--- config.mk ---
export PLATFORM = sky130hd
export DESIGN_NAME = mdio_controller
export DESIGN_NICKNAME = d
export VERILOG_FILES = /design/src/rtl/mdio_controller_pkg.sv /design/src/rtl/mdio_controller_mdc_clkgen.sv /design/src/rtl/mdio_controller.sv
export SDC_FILE = /design/constraint.sdc
export NUM_CORES = 1
export LEC_CHECK = 0
export CAP_MARGIN = 10
export CORE_MARGIN = 2
export CORE_UTILIZATION = 51
export DETAILED_ROUTE_END_ITERATION = 6
export GPL_TIMING_DRIVEN = 1
export PLACE_DENSITY = 0.83
export SKIP_LAST_GASP = 1
export SYNTH_ARGS = -nofsm -noshare
export SYNTH_HDL_FRONTEND = slang
export SYNTH_SLANG_ARGS = --single-unit
--- constraint.sdc ---
create_clock -name CLK -period 3.76 [get_ports CLK]
set_input_delay 1.128 -clock CLK [delete_from_list [all_inputs] [get_ports CLK]]
set_output_delay 1.128 -clock CLK [all_outputs]
set_load 0.03 [all_outputs]
--- src/rtl/mdio_controller_pkg.sv ---
// Shared definitions for the MDIO management controller: FSM encoding,
// opcodes, frame field layout and counter widths.
package mdio_controller_pkg;

  typedef enum logic [2:0] {
    S_IDLE,
    S_WR_SHIFT,
    S_RD_ADDR,
    S_RD_TA,
    S_RD_DATA,
    S_DONE
  } state_t;

  localparam logic [1:0] OP_WRITE = 2'b01;
  localparam logic [1:0] OP_READ  = 2'b10;

  localparam int FRAME_W  = 32;
  localparam int DATA_W   = 16;
  localparam int OP_MSB   = 29;
  localparam int OP_LSB   = 28;
  localparam int PHY_MSB  = 27;
  localparam int PHY_LSB  = 23;
  localparam int REG_MSB  = 22;
  localparam int REG_LSB  = 18;
  localparam int DATA_MSB = 15;
  localparam int DATA_LSB = 0;

  localparam int DIV_W = 8;
  localparam int CNT_W = 5;
  typedef logic [CNT_W-1:0] cnt_t;

  // Counters hold "events remaining after this one", so 5 bits never wrap.
  localparam cnt_t WR_BITS_LEFT      = 5'd31;
  localparam cnt_t RD_ADDR_BITS_LEFT = 5'd15;
  localparam cnt_t TA_FALLS_LEFT     = 5'd1;
  localparam cnt_t RD_BITS_LEFT      = 5'd15;

  function automatic logic [1:0] frame_op(input logic [FRAME_W-1:0] frame);
    return frame[OP_MSB:OP_LSB];
  endfunction

endpackage

--- src/rtl/mdio_controller_mdc_clkgen.sv ---
// Free-running MDC divider; rise/fall strobes are high in the CLK cycle whose
// closing edge toggles MDC, so consumers act on the same edge as MDC moves.
module mdc_clkgen
  import mdio_controller_pkg::*;
#(
  parameter int MDC_HALF = 1
) (
  input  logic i_clk,
  input  logic i_rst,
  output logic o_mdc,
  output logic o_rise,
  output logic o_fall
);

  logic [DIV_W-1:0] r_div;
  logic             r_mdc;
  logic             w_tick;

  assign w_tick = (r_div == DIV_W'(MDC_HALF - 1));

  always_ff @(posedge i_clk or posedge i_rst) begin
    if (i_rst) begin
      r_div <= '0;
      r_mdc <= 1'b0;
    end else if (w_tick) begin
      r_div <= '0;
      r_mdc <= ~r_mdc;
    end else begin
      r_div <= r_div + DIV_W'(1);
    end
  end

  assign o_mdc  = r_mdc;
  assign o_rise = w_tick & ~r_mdc;
  assign o_fall = w_tick & r_mdc;

endmodule

--- src/rtl/mdio_controller.sv ---
// MDIO (clause 22 style) frame engine: writes 32-bit frames, reads 16-bit data.
// Drive changes land on MDC falling edges, read samples on MDC rising edges.
module mdio_controller
  import mdio_controller_pkg::*;
#(
  parameter int MDC_HALF = 1
) (
  input  logic                CLK,
  input  logic                RESET,
  input  logic                MDIO_START,
  input  logic [FRAME_W-1:0]  T_DATA,
  input  logic                MDIO_IN,
  output logic                MDC,
  output logic                MDIO_OE,
  output logic                MDIO_OUT,
  output logic [DATA_W-1:0]   RD_DATA,
  output logic                DATA_RDY
);

  logic w_mdc;
  logic w_rise;
  logic w_fall;

  mdc_clkgen #(.MDC_HALF(MDC_HALF)) u_clkgen (
    .i_clk  (CLK),
    .i_rst  (RESET),
    .o_mdc  (w_mdc),
    .o_rise (w_rise),
    .o_fall (w_fall)
  );

  state_t              r_state;
  logic [FRAME_W-1:0]  r_shift;
  cnt_t                r_cnt;
  logic                r_oe;
  logic                r_out;
  logic [DATA_W-2:0]   r_rx;
  logic [DATA_W-1:0]   r_rd_data;
  logic                r_rdy;
  logic [1:0]          w_op;

  assign w_op = frame_op(T_DATA);

  always_ff @(posedge CLK or posedge RESET) begin
    if (RESET) begin
      r_state   <= S_IDLE;
      r_shift   <= '0;
      r_cnt     <= '0;
      r_oe      <= 1'b0;
      r_out     <= 1'b0;
      r_rx      <= '0;
      r_rd_data <= '0;
      r_rdy     <= 1'b0;
    end else begin
      r_rdy <= 1'b0;
      case (r_state)
        S_IDLE: begin
          if (MDIO_START && w_op == OP_WRITE) begin
            r_shift <= T_DATA;
            r_cnt   <= '0;
            r_state <= S_WR_SHIFT;
          end else if (MDIO_START && w_op == OP_READ) begin
            r_shift <= T_DATA;
            r_cnt   <= '0;
            r_state <= S_RD_ADDR;
          end
        end
        // OE low here means no bit has been driven yet for this frame.
        S_WR_SHIFT, S_RD_ADDR: begin
          if (w_fall) begin
            if (!r_oe) begin
              r_oe    <= 1'b1;
              r_out   <= r_shift[FRAME_W-1];
              r_shift <= {r_shift[FRAME_W-2:0], 1'b0};
              r_cnt   <= (r_state == S_WR_SHIFT) ? WR_BITS_LEFT : RD_ADDR_BITS_LEFT;
            end else if (r_cnt != '0) begin
              r_out   <= r_shift[FRAME_W-1];
              r_shift <= {r_shift[FRAME_W-2:0], 1'b0};
              r_cnt   <= r_cnt - cnt_t'(1);
            end else begin
              r_oe    <= 1'b0;
              r_out   <= 1'b0;
              r_cnt   <= (r_state == S_WR_SHIFT) ? cnt_t'(0) : TA_FALLS_LEFT;
              r_state <= (r_state == S_WR_SHIFT) ? S_DONE : S_RD_TA;
            end
          end
        end
        S_RD_TA: begin
          if (w_fall) begin
            if (r_cnt == '0) begin
              r_cnt   <= RD_BITS_LEFT;
              r_state <= S_RD_DATA;
            end else begin
              r_cnt <= r_cnt - cnt_t'(1);
            end
          end
        end
        S_RD_DATA: begin
          if (w_rise) begin
            r_rx <= {r_rx[DATA_W-3:0], MDIO_IN};
            if (r_cnt == '0) begin
              r_rd_data <= {r_rx, MDIO_IN};
              r_rdy     <= 1'b1;
              r_state   <= S_DONE;
            end else begin
              r_cnt <= r_cnt - cnt_t'(1);
            end
          end
        end
        S_DONE: begin
          r_oe    <= 1'b0;
          r_out   <= 1'b0;
          r_cnt   <= '0;
          r_state <= S_IDLE;
        end
        default: r_state <= S_IDLE;
      endcase
    end
  end

  assign MDC      = w_mdc;
  assign MDIO_OE  = r_oe;
  assign MDIO_OUT = r_out;
  assign RD_DATA  = r_rd_data;
  assign DATA_RDY = r_rdy;

endmodule

==> results of run 1 <==
-- cell type report --
type	count	area (um^2)	area share [%]
clock buffers	10	137.6	2.807
clock inverters	6	47.55	0.9696
inverters	11	42.54	0.8676
multi-input cells	250	1851	37.74
flip-flops and latches	83	2077	42.36
well taps	102	127.6	2.603
repair buffers	61	620.6	12.66
-- worst max-delay path by stage --
stage,cells past startpoint,slack [ns],to,from
floorplan,1,0.50,DATA_RDY,RESET
global placement,6,0.46,r_cnt[3],T_DATA[28]
detailed placement,6,0.36,r_cnt[2],T_DATA[28]
CTS,6,0.75,r_cnt[2],T_DATA[28]
global route,8,0.64,RD_DATA[1],u_clkgen.r_div[0]
finish,6,0.72,r_cnt[2],T_DATA[28]
-- state kept, by name, indices dropped and copies added, names as in the netlist, 3 cells and up --
register and count:
r_shift 32, RD_DATA 16, r_rx 15, u_clkgen.r_div 8
r_cnt 5, r_state 3
-- worst reg2reg max path, cell delays in order (launching register included) --
cell	delay (ns)
dfrtp_1	0.45
inv_1	0.09
ha_1	0.15
nor4b_4	0.40
nand2_2	0.15
or3_1	0.40
buf_4	0.22
or2_1	0.57
mux2_4	0.45
-- metrics by stage --
| step | cell area (um^2) | total power, W | std cells | hold WS, ns |
|---|---|---|---|---|
| final | 4903 | 0.003279 | 523 | 0.5096 |
| after global routing | 4903 | 0.003532 | 523 | 0.5238 |
| after CTS | 4903 | 0.003309 | 523 | 0.5098 |
| after detailed placement | 4718 | 0.002700 | 507 | 0.4930 |
| after global placement | 4718 | 0.002637 | 507 | 0.4811 |
| after floorplan | 4066 | 0.002383 | 366 | 0.4650 |
-- kinds of logic (layout without fill, tap and decap cells) --
group                      count (synthesis)  count (layout)
DFF                                       83              83
and+or+nand+nor                           95              95
AOI/OAI and AO/OA                         75              75
xor gates and xnor gates                   9               9
adders and majority gates                  3               3
buffers and inverters                     33              88
muxes                                     68              68
-- per-layer routing --
layer  global-route usage, %  wire length, um  vias up
li1                        -                -     1411
met1                   27.01             3546     1434
met2                   32.91             4092       91
met3                   4.271              393       10
met4                   7.230               83        0
met5                       0                0        -
-- power by group through the flow --
| stage | Combinational [W] | Clock, W | Sequential [W] |
|---|---|---|---|
| after global routing | 0.00149 | 0.000655 | 0.00139 |
| after CTS | 0.00135 | 0.000616 | 0.00134 |
| after detailed placement | 0.00134 | 0 | 0.00136 |
| final | 0.00134 | 0.000592 | 0.00135 |
| after global placement | 0.00129 | 0 | 0.00134 |
| after floorplan | 0.00111 | 0 | 0.00127 |
-- placed cells by master (no fill, tap or decap), types with 3 or more instances in the layout --
cell and n:
mux2_2 26, o21ai_0 7, mux2_4 9, clkdlybuf4s50_1 55
nand2b_1 5, nor2_1 42, and2_1 3, clkbuf_8 10
buf_4 4, nand2_1 7, nand3b_1 3, clkinvlp_4 3
and3_1 3, inv_1 10, o22ai_1 3, dfrtp_1 83
xnor2_1 8, mux2i_1 33, ha_1 3, nor3_1 5
nand3_1 7, a21oi_1 45
==> flow_summary.toml, run 1 <==
[yosys]
avgSynthCellArea_um2 = 11.11
synth-simple-area-share_pct = 12.25
synth_cell_types = 55
yosys-top-cells-count = "dfrtp_1, a21oi_1, nor2_1, mux2i_1, mux2_2"
synth_top_family_by_area = "multiplexers"
synth-compound-area-share_pct = 11.57
synth_area_mm2 = 0.004066
synth_top_area_share_pct = 51.08
yosysWarnings = 0
synth_cells = 366
synth_fa_ha_area_share_pct = 0.9231
yosys.area.top_type = "dfrtp_1"
synth-edff-count = 0
synthesis.nets = 405
yosysSeqAreaShare_pct = 51.08
synthMuxAreaShare_pct = 18.65
synthFlopType = "dfrtp_1"
synth_xor_area_share_pct = 1.938
yosysMostFrequentCell = "dfrtp_1"
synth.area.top_cells = "dfrtp_1, mux2i_1, mux2_2"
ys_async_sr_fraction_pct = 100.0
ys_seq_elements = 83

[grt]
antenna_found_initial = 0
grt_first_pass_wirelength_um = 13790
grt_overflow = 0
grt_pass1_vias = 2889
grt_util_all_layers_pct = 20.27
grt_max_degree = 64

[pwr]
power.density_mw_per_mm2 = 668.6
p_comb_share_pct = 40.8
total_leakage_power_nw = 2.208
vdd_drop_max_mv = 0.3417
p_sw_w = 0.001253
p_seq_share_pct = 41.1
intPower_w = 0.002025
swShare_pct = 38.23
clkPwrFrac_pct = 18.1

[setup_path]
crit_path_end_kind = "register"
cpPeakStageDelay_ns = 0.52
critPathArrivalTime_ns = 3.28
cp_max_fo = 6
reg2reg_slack_ns = 0.78
cp_cell_sequence = "clkdlybuf4s50_1, xor2_1, nand4_1, o221a_2, a21oi_1, mux2_2"
reg2reg_depth = 8
cp_top_family = "compound AO/OA/AOI/OAI gates"
worstPathRequired_ns = 4.00
reg2reg_from = "u_clkgen.r_div[0]"
startpoint_type = "primary input"
worstSetupPathType = "in -> reg"
crit_slowest_cell = "clkdlybuf4s50_1"
reg2reg_to = "RD_DATA[2]"
cp_num_buf_inv = 1

[worst_hold_path]
holdPathStages = 1
hold_end = "u_clkgen.r_div[7]"
hold_start = "u_clkgen.r_div[7]"
hp-class = "reg -> reg"

[routing]
routed_via_density = 5.633
wl_per_cell_um = 15.52
drtPass1Iterations = 6
vias = 2946
drc = 0
drtAntennaViolNets = 0
drtIter0Drc = 214
totalWireLength_um = 8116

[clock_tree]
clk_latency_ns = 0.35
numCtsBuffers = 9
cts-root-buf = "clkbuf_8"
cts.path.max_buffers = 2
holdBufCountCts = 0
cts_setup_buffers = 0
clk_pin_slew_ns = 0.08
htree_num_levels = 3
ctsResizeCount = 0
cts.sinks = 83
tritoncts = "done"

[placed_design]
gp_congestion = 0.8966
pre_cts_slack_ns = 0.3621
dp_hpwl_um = 5582
port_buffers = 55

[cells_and_area]
nFillCells = 608
layout.nets = 455
drive_gt1_share_pct = 16.15
antenna_cells = 0
post-route-util_pct = 63.46
area_growth_pct = 20.58

[sta]
rsz0062_at_grt = "no"
max-slew-margin-rel_pct = 38.41
setup_tns_ns = 0
slew_viol_final = 0
finalSetupViolations = 0
max_freq_mhz = 328.6
worst_slew_pin_slew_ns = 0.9238
finalWorstSetupSlack_ns = 0.7168
fin_crit_sh_pct = 80.94
min_period_ns = 3.043
worst_clock_skew_ns = 0.01165
finalHoldViolCount = 0

[floorplanning]
core-area_mm2 = 0.007727
die_y_um = 93.30
fp.dieW_um = 93.30
pin_count = 56
core.rowCount = 32
dieArea_mm2 = 0.008704
start_util_pct = 52.62

[outcome]
status = "complete, no violations"

[flow_run]
cap_violations = 0
No activity file was read; power rests on OpenSTA's default activity.
==> run 2: changes to the inputs <==
==> constraint.sdc (replaced) <==
create_clock -name CLK -period 2.8 [get_ports CLK]
set_input_delay 0.84 -clock CLK [delete_from_list [all_inputs] [get_ports CLK]]
set_output_delay 0.84 -clock CLK [all_outputs]
set_load 0.03 [all_outputs]
==> run 2 against run 1 <==
Sequential power grew 30%. Count of clock-buffer cells in the layout is the same. Sequential share of layout area shrank 1.1 points. Worst hold slack lost 0.015 ns. First-iteration DRC count shrank 17%. Non-clock buffer count grew 10. Global-route usage grew 0.91 points. Design area grew 2.6%. Utilization grew 1.6 points. Combinational power grew 43%. Largest power group is now combinational logic.
==> flow_summary.toml, run 2 (synthesis results as in run 1) <==
[outcome]
status = "complete, no violations"

[grt]
grt_overflow = 0
antenna_found_initial = 0
grt_first_pass_wirelength_um = 14410
grt_pass1_vias = 2957
grt_util_all_layers_pct = 21.18
grt_max_degree = 84

[sta]
slew_viol_final = 0
max_freq_mhz = 386.5
setup_tns_ns = 0
min_period_ns = 2.587
finalHoldViolCount = 0
fin_crit_sh_pct = 92.39
worst_clock_skew_ns = 0.008978
worst_slew_pin_slew_ns = 0.6388
finalSetupViolations = 0
max-slew-margin-rel_pct = 57.31
rsz0062_at_grt = "no"
finalWorstSetupSlack_ns = 0.2130

[setup_path]
worstPathRequired_ns = 3.05
cp_max_fo = 8
worstSetupPathType = "reg -> reg"
startpoint_type = "register"
critPathArrivalTime_ns = 2.84
crit_path_end_kind = "register"

[pwr]
p_sw_w = 0.001713
power.density_mw_per_mm2 = 928.6
swShare_pct = 36.68
total_leakage_power_nw = 2.283
clkPwrFrac_pct = 21.4
p_seq_share_pct = 37.6
intPower_w = 0.002957
p_comb_share_pct = 41.0
vdd_drop_max_mv = 0.5738

[routing]
wl_per_cell_um = 15.79
drtPass1Iterations = 4
drtAntennaViolNets = 0
totalWireLength_um = 8418
drtIter0Drc = 178
routed_via_density = 5.645
drc = 0
vias = 3009

[cells_and_area]
top_register = "r_shift"
antenna_cells = 0
drive_gt1_share_pct = 18.10
area_growth_pct = 23.66
layout.nets = 465
layout_commonest_cell = "dfrtp_1"
stdcell_count = 533
largest_register_ffs = 32
layout_common_cells = "dfrtp_1, clkdlybuf4s50_1, a21oi_1"
fin_area_mm2 = 0.005029

[flow_run]
cap_violations = 0

[floorplanning]
core.rowCount = 32
fp.dieW_um = 93.30
core-area_mm2 = 0.007727
start_util_pct = 52.62
die_y_um = 93.30
dieArea_mm2 = 0.008704
pin_count = 56

[clock_tree]
clk_latency_ns = 0.36
htree_num_levels = 3
ctsResizeCount = 0
clk_pin_slew_ns = 0.08
numCtsBuffers = 9
cts.path.max_buffers = 2
cts-root-buf = "clkbuf_8"
cts.sinks = 83
cts_setup_buffers = 0
tritoncts = "done"
holdBufCountCts = 0

[placed_design]
gp_congestion = 0.8389
pre_cts_slack_ns = -0.04736
placed_area_mm2 = 0.004796
dp.cells = 517
dp_hpwl_um = 5773
port_buffers = 55

[worst_hold_path]
hp-class = "reg -> reg"
-- run 2: routing by layer --
layer | vias to the layer above | share of wire [%] | GRT usage, %
li1 | 1423 | - | -
met1 | 1489 | 45 | 29.87
met2 | 77 | 49 | 32.01
met3 | 20 | 3.6 | 3.304
met4 | 0 | 2.5 | 10.54
met5 | - | 0 | 0
-- run 2: final timing paths --
path / startpoint / endpoint / cells past startpoint / slack [ns]
setup reg to reg: r_cnt[0] / MDIO_OUT / 7 / 0.21
hold reg to reg: u_clkgen.r_div[7] / u_clkgen.r_div[7] / 1 / 0.50
hold / removal: u_clkgen.r_div[7] / u_clkgen.r_div[7] / 1 / 0.50
min in group asynchronous: RESET / r_rx[3] / 3 / 0.94
setup / recovery: r_cnt[0] / MDIO_OUT / 7 / 0.21
max in group asynchronous: RESET / u_clkgen.r_div[7] / 3 / 1.54
-- run 2: metrics by stage --
step                util, %  hold WS, ns  total power (W)
finish                65.07       0.4951         0.004670
global route          65.07       0.5094         0.004999
CTS                   65.07       0.4968         0.004691
detailed placement    62.06       0.4854         0.003681
global placement      62.06       0.4795         0.003578
floorplan                 -       0.4650         0.003201
-- run 2: power groups by stage --
stage	registers [W]	clock network, W	logic (W)
floorplan	0.00171	0	0.00149
global placement	0.00175	0	0.00183
detailed placement	0.00177	0	0.00191
CTS	0.00175	0.00102	0.00192
global route	0.00180	0.00107	0.00213
finish	0.00175	0.00100	0.00192
-- run 2: layout make-up --
class / instances / area [um^2]
Clock inverter: 6 / 95.09
Clock buffer: 10 / 137.6
Inverter: 11 / 45.04
Multi-Input combinational cell: 250 / 1851
Timing Repair Buffer: 71 / 695.7
Fill cell: 580 / 2699
Sequential cell: 83 / 2077
Tap cell: 102 / 127.6
-- run 2: critical path: stages, from the launching register on --
cell and delay, ns:
dfrtp_1 0.46, inv_1 0.12, ha_1 0.30, or4b_1 0.62, o2111ai_1 0.42, nor4_1 0.11
o21ba_2 0.21, a211o_1 0.23
